**config.mk**
```make
export PLATFORM = sky130hd
export DESIGN_NAME = count_packer
export DESIGN_NICKNAME = d
export VERILOG_FILES = /design/src/rtl/count_packer.sv
export SDC_FILE = /design/constraint.sdc
export NUM_CORES = 1
export LEC_CHECK = 0
export CORE_AREA = 2 2 82 84
export CTS_BUF_LIST = sky130_fd_sc_hd__clkbuf_16
export CTS_CLUSTER_DIAMETER = 200
export DETAILED_ROUTE_END_ITERATION = 10
export DIE_AREA = 0 0 84 86
export GPL_TIMING_DRIVEN = 0
export PLACE_DENSITY_LB_ADDON = 0.05
export SYNTH_ARGS = -nofsm -noshare
export SYNTH_HDL_FRONTEND = slang
export SYNTH_SLANG_ARGS = --single-unit
```
**constraint.sdc**
```tcl
create_clock -name clk -period 1.66 [get_ports clk]
set_clock_uncertainty 0.2 [all_clocks]
set_input_delay 0.332 -clock clk [delete_from_list [all_inputs] [get_ports clk]]
set_output_delay 0.332 -clock clk [all_outputs]
set_load 0.05 [all_outputs]
```
**src/rtl/count_packer.sv**
```systemverilog
// count_packer: packs LANES consecutive 16-bit count samples into one word.
// Optional partial-word flush enabled by defining COUNT_PACKER_FLUSH_EN.
module count_packer #(
  parameter int LANES   = 2,
  parameter int COUNT_W = 16,
  parameter int SEQ_W   = 16
) (
  input  logic                     clk,
  input  logic                     rst_n,
`ifdef COUNT_PACKER_FLUSH_EN
  input  logic                     flush,
  output logic                     out_partial,
`endif
  input  logic                     in_valid,
  output logic                     in_ready,
  input  logic [COUNT_W-1:0]       in_count,
  output logic                     out_valid,
  input  logic                     out_ready,
  output logic [LANES*COUNT_W-1:0] out_data,
  output logic [SEQ_W-1:0]         out_seq
);

  localparam int IDX_W = (LANES > 1) ? $clog2(LANES) : 1;
  localparam int ACC_W = (LANES - 1) * COUNT_W;
  localparam logic [IDX_W-1:0] LAST = IDX_W'(LANES - 1);

  logic [IDX_W-1:0]         lane_q, lane_d;
  logic [ACC_W-1:0]         acc_q, acc_d;
  logic                     ov_q, ov_d;
  logic [LANES*COUNT_W-1:0] data_q, data_d;
  logic [SEQ_W-1:0]         seq_q, seq_d;
  logic                     last, accept, xfer;
  logic                     flush_hold, flush_go;

`ifdef COUNT_PACKER_FLUSH_EN
  logic part_q, part_d;
  assign flush_hold = flush;
  assign flush_go   = flush && (lane_q != '0) && (!ov_q || out_ready);
  assign out_partial = part_q;
`else
  assign flush_hold = 1'b0;
  assign flush_go   = 1'b0;
`endif

  assign last      = (lane_q == LAST);
  assign in_ready  = (!last || !ov_q || out_ready) && !flush_hold;
  assign accept    = in_valid && in_ready;
  assign xfer      = ov_q && out_ready;
  assign out_valid = ov_q;
  assign out_data  = data_q;
  assign out_seq   = seq_q;

  // Next-state: lane collection, output slot load/drain, word counter.
  always_comb begin
    lane_d = lane_q;
    acc_d  = acc_q;
    ov_d   = ov_q;
    data_d = data_q;
    seq_d  = seq_q;
`ifdef COUNT_PACKER_FLUSH_EN
    part_d = part_q;
`endif
    if (xfer) begin
      ov_d  = 1'b0;
      seq_d = seq_q + SEQ_W'(1);
    end
    if (flush_go) begin
      data_d = {{COUNT_W{1'b0}}, acc_q};
      ov_d   = 1'b1;
      lane_d = '0;
      acc_d  = '0;
`ifdef COUNT_PACKER_FLUSH_EN
      part_d = 1'b1;
`endif
    end else if (accept) begin
      if (last) begin
        data_d = {in_count, acc_q};
        ov_d   = 1'b1;
        lane_d = '0;
        acc_d  = '0;
`ifdef COUNT_PACKER_FLUSH_EN
        part_d = 1'b0;
`endif
      end else begin
        for (int k = 0; k < LANES - 1; k++) begin
          if (lane_q == IDX_W'(k)) begin
            acc_d[k*COUNT_W +: COUNT_W] = in_count;
          end
        end
        lane_d = lane_q + IDX_W'(1);
      end
    end
  end

  // State registers; reset discards any partial word.
  always_ff @(posedge clk or negedge rst_n) begin
    if (!rst_n) begin
      lane_q <= '0;
      acc_q  <= '0;
      ov_q   <= 1'b0;
      data_q <= '0;
      seq_q  <= '0;
    end else begin
      lane_q <= lane_d;
      acc_q  <= acc_d;
      ov_q   <= ov_d;
      data_q <= data_d;
      seq_q  <= seq_d;
    end
  end

`ifdef COUNT_PACKER_FLUSH_EN
  // Partial-word qualifier for out_data.
  always_ff @(posedge clk or negedge rst_n) begin
    if (!rst_n) part_q <= 1'b0;
    else        part_q <= part_d;
  end
`endif

endmodule

```
======== After elaboration in Yosys (flattened, before gate mapping) ========
Index checks and enable logic that the tools add are counted.
Widths: inputs -> output; s select.
operators by class
  $add $sub $neg .......................... 2
  multiplexer cells ....................... 5
  reductions and logical operators ........ 7
operator list
  kind                   number
  $add 16x1->16 const B  1
  $mux 16                1
  $mux 1                 4
  $logic_and 1x1->1      2
  $logic_not 1->1        2
  $logic_or 1x1->1       2
  $reduce_and 2->1       1
  $add 1x1->1 const B    1
word-level totals
  register bits ........................... 66
  input port bits ......................... 20
  logic and storage cells ................. 19

======== Longest topological paths before layout ========
  depth in word-level cells ............... 5
  gate-level depth with buffers ........... 6
  depth with buffers taken out ............ 5

======== Least setup slack after synthesis ========
OpenSTA, ideal clock, no wires.
  path type ............................... flip-flop to flip-flop
  start point ............................. register ov_q, in the netlist out_valid
  end point ............................... register acc_q[14]
  setup time .............................. 0.066 ns
  arrival time ............................ 1.922 ns
  slack ................................... -0.527 ns
  cell stages (with the launch flop) ...... 6
  buffers on the path ..................... 1
  cell sequence ........................... dfrtp_1 -> nand3b_1 -> nand2_1 -> buf_2 -> nand2_1 -> nand2_1
on the way
  cells in the longest elaborated chain, start to end .. 4
ends and longest elaborated chain
  item                            RTL line  RTL
  from (decl)                     29        logic ov_q, ov_d;
  from (signal assigned)          106       ov_q <= ov_d;
  $logic_not 1->1                 46        assign in_ready = (!last || !ov_q || out_ready) && !flush_hold;
  $logic_or 1x1->1 (2 in series)  46
  via in_ready                    15        output logic in_ready,
  $logic_and 1x1->1               47        assign accept = in_valid && in_ready;
  to (signal assigned)            99        acc_q <= '0;
  to (signal assigned)            105       acc_q <= acc_d;
  to (decl)                       28        logic [ACC_W-1:0] acc_q, acc_d;
The timed path passes the listed nets, and every way through them passes these cells.
A chain may end at the register's enable or synchronous reset.

======== Worst setup path in the final report ========
  start point ............................. register ov_q, in the netlist out_valid
  end point ............................... register data_q[31], in the netlist out_data[31]
on the way
  cells in the longest elaborated chain, start to end .. 5
ends and longest elaborated chain
  item                            RTL line  RTL
  $logic_not 1->1                 46
  $logic_or 1x1->1 (2 in series)  46
  $logic_and 1x1->1               47
  $reduce_and 2->1 (no line)      n/a
  to (signal assigned)            107       data_q <= data_d;
  to (decl)                       30        logic [LANES*COUNT_W-1:0] data_q, data_d;
No other way between the ends.

==> impl_metrics.env <==
export IMPL_status="finished clean"
export IMPL_endpoint_kind="flip-flop"
export IMPL_cts_root_buffer="clkbuf_16"
export IMPL_tightest_slew_ps=821
export IMPL_r2r_end="out_data[31]"
export IMPL_maxCapViolCount=0
export IMPL_hold_end="acc_q[0]"
export IMPL_layout_commonest_cell="dfrtp_1"
export IMPL_fin_nets=314
export IMPL_finalCriticalPeriod_ps=1650
export IMPL_synth_edf_count=0
export IMPL_rsz0062_at_grt="true"
export IMPL_finalHoldViolCount=0
export IMPL_ios=70
export IMPL_drive_above_1_share_pct=45.0
export IMPL_synth_flop_cell="dfrtp_1"
export IMPL_io_buffers=68
export IMPL_worstPathMaxFanout=8
export IMPL_synthMuxAreaShare_pct=13.9
export IMPL_clock_sinks=66
export IMPL_vias=1818
export IMPL_drt_wl_total_um=5700
export IMPL_min_delay_start="in_valid"
export IMPL_synth_simple_area_share_pct=16.0
export IMPL_core_area_um2=6280
export IMPL_fin_cells=375
export IMPL_dieArea_um2=7220
export IMPL_cp_required_ps=1660
export IMPL_ant_nets=0
export IMPL_wl_per_cell_um=15.2
export IMPL_synthDistinctLibCells=25
export IMPL_final_cell_mix="dfrtp_1 (54), nand2_1 (40), clkdlybuf4s15_2 (38)"
export IMPL_grt_pass1_wl_um=9120
export IMPL_cts_path_max_buffers=2
export IMPL_n_antenna_cell=0
export IMPL_n_fill_cell=517
export IMPL_die_h_um=86
export IMPL_firstDrtPassIters=4
export IMPL_yosys_warnings=0
export IMPL_clock_latency_ps=320
export IMPL_syn_mean_instance_area_um2=12.9
export IMPL_rr_worst_depth=5
export IMPL_finalCritPeriodShare_pct=99.4
export IMPL_cts_made_buffers=9
export IMPL_arrival_ps=1650
export IMPL_synth_cells=206
export IMPL_antenna_found_initial=0
export IMPL_start_util_pct=42.5
export IMPL_grt_start_max_net_pins=67
export IMPL_htree_num_levels=3
export IMPL_syn_nets=227
export IMPL_grt_total_usage_pct=16.2
export IMPL_tritoncts="done"
export IMPL_area_growth_pct=51.6
export IMPL_r2r_slack_ps=10
export IMPL_synth_top_family_by_area="simple AND/OR/NAND/NOR gates"
export IMPL_syn_cell_area_um2=2670
export IMPL_total_power_mw=8.13
export IMPL_async_flop_share_pct=100
export IMPL_leakagePower_nw=1.90
export IMPL_synthXorXnorAreaFrac_pct=5.53
export IMPL_critPathKind="flip-flop to flip-flop"
export IMPL_timing_rr_start="out_valid"
export IMPL_synth_compound_area_share_pct=0
export IMPL_first_global_vias=1922
export IMPL_overflow=0
export IMPL_dp_cells=351
export IMPL_drc=0
export IMPL_die_w_um=84
export IMPL_dp_hpwl_um=3670
export IMPL_holdWs_ps=159
export IMPL_yosysSeqAreaShare_pct=61.9
export IMPL_hold_path_class="primary input to flip-flop"
export IMPL_slew_violations=0
export IMPL_maxSlewHeadroom_pct=45.3
export IMPL_cp_start_kind="flip-flop"
export IMPL_worstHoldPathCells=3
export IMPL_routed_via_density=4.85
export IMPL_gp_congestion=0.685
export IMPL_power_density_nw_per_um2=2010
export IMPL_setup_violations=0
export IMPL_placementRows=29
export IMPL_maxClockFrequency_mhz=606
export IMPL_vdd_drop_max_mv=1.06
export IMPL_yosys_area_share_adder_pct=0.469
export IMPL_ys_ff_latch=66
export IMPL_drt_initial_drc_count=68
export IMPL_clk_pin_slew_ps=50
[cell type report]
type	instances	area, um2	area share, %
repair buffers	77	793	19.6
multi-input cells	131	1100	27.3
flip-flops and latches	66	1670	41.2
clock buffers	9	225	5.57
clock inverters	7	55.1	1.36
well taps	77	96.3	2.38
plain buffers	8	104	2.57
[cells by family (layout without fill, tap and decap cells)]
| family | Yosys count | after routing |
|---|---|---|
| and+or+nand+nor | 81 | 81 |
| xor gates and xnor gates | 16 | 16 |
| adders and majority gates | 1 | 1 |
| DFF | 66 | 66 |
| buffers and inverters | 9 | 101 |
| muxes | 33 | 33 |
[cell usage after synthesis (2+ instances only)]
library cell	count	share of area [%]
clkbuf_1	2	0.28
and3_1	2	0.47
nand4_1	5	1.2
nand2_1	41	5.8
nand3_1	4	0.75
mux2_2	25	11
buf_4	3	0.84
nor2_2	3	0.70
dfrtp_1	66	62
xnor2_1	11	3.6
buf_2	3	0.56
mux2_1	8	3.4
xor2_1	4	1.3
nor2_1	2	0.28
nand3b_1	17	4.8
[layer usage]
layer  track usage, %  share of wire, %  wire, um  up-vias
met5                0                 0         0        -
met4             5.57              0.86        49        0
met3             6.54               5.7       323        5
met2             26.9                48      2750       44
met1             19.3                45      2580      899
li1                 -                 -         -      870
[state kept, by name, indices dropped and copies added (netlist names)]
name and cells:
acc_q 16, out_seq 16, out_data 32, lane_q 1
out_valid 1
[worst max path at each step]
stage | from | cells after the start | endpoint
CTS | lane_q | 2 | in_ready
detailed placement | out_ready | 3 | in_ready
global route | out_valid | 5 | out_data[31]
global placement | rst_n | 1 | out_valid
floorplan | out_valid | 5 | acc_q[14]
finish | out_valid | 5 | out_data[31]
[where the power goes]
| part | internal (mW) | switching, mW | total [mW] |
|---|---|---|---|
| combinational | 1.60 | 2.21 | 3.81 |
| sequential | 2.18 | 0.384 | 2.57 |
| clock | 1.13 | 0.621 | 1.75 |
| total | 4.92 | 3.22 | 8.13 |
[critical path, cell delays in order (launching register included)]
cell       delay (ps)
dfrtp_2           430
nand2b_1          100
nor2b_4           170
buf_12            160
clkbuf_16         160
mux2_4            300
[per-stage QoR]
step / util (%) / setup WS (ps) / cell area, um2 / setup TNS [ps]
floorplan: - / -167 / 2850 / -3080
global placement: 57.7 / -2410 / 3620 / -166750
detailed placement: 57.7 / -727 / 3620 / -21410
CTS: 63.4 / -8.96 / 3980 / -8.96
global route: 64.4 / -24.6 / 4050 / -84.9
finish: 64.4 / 10.0 / 4050 / 0
[repair_timing]
| item | CTS | global route |
|---|---|---|
| hold buffers | 1 | 0 |
| cloned | 0 | 3 |
| setup buffers | 2 | 3 |
| endpoints found under the setup margin | 84 | 42 |
| endpoints found under the hold margin | 66 | 0 |
| resized for setup | 165 | 22 |
| pin swaps | 2 | 2 |
Note: power is estimated with default switching activity, not from simulation.
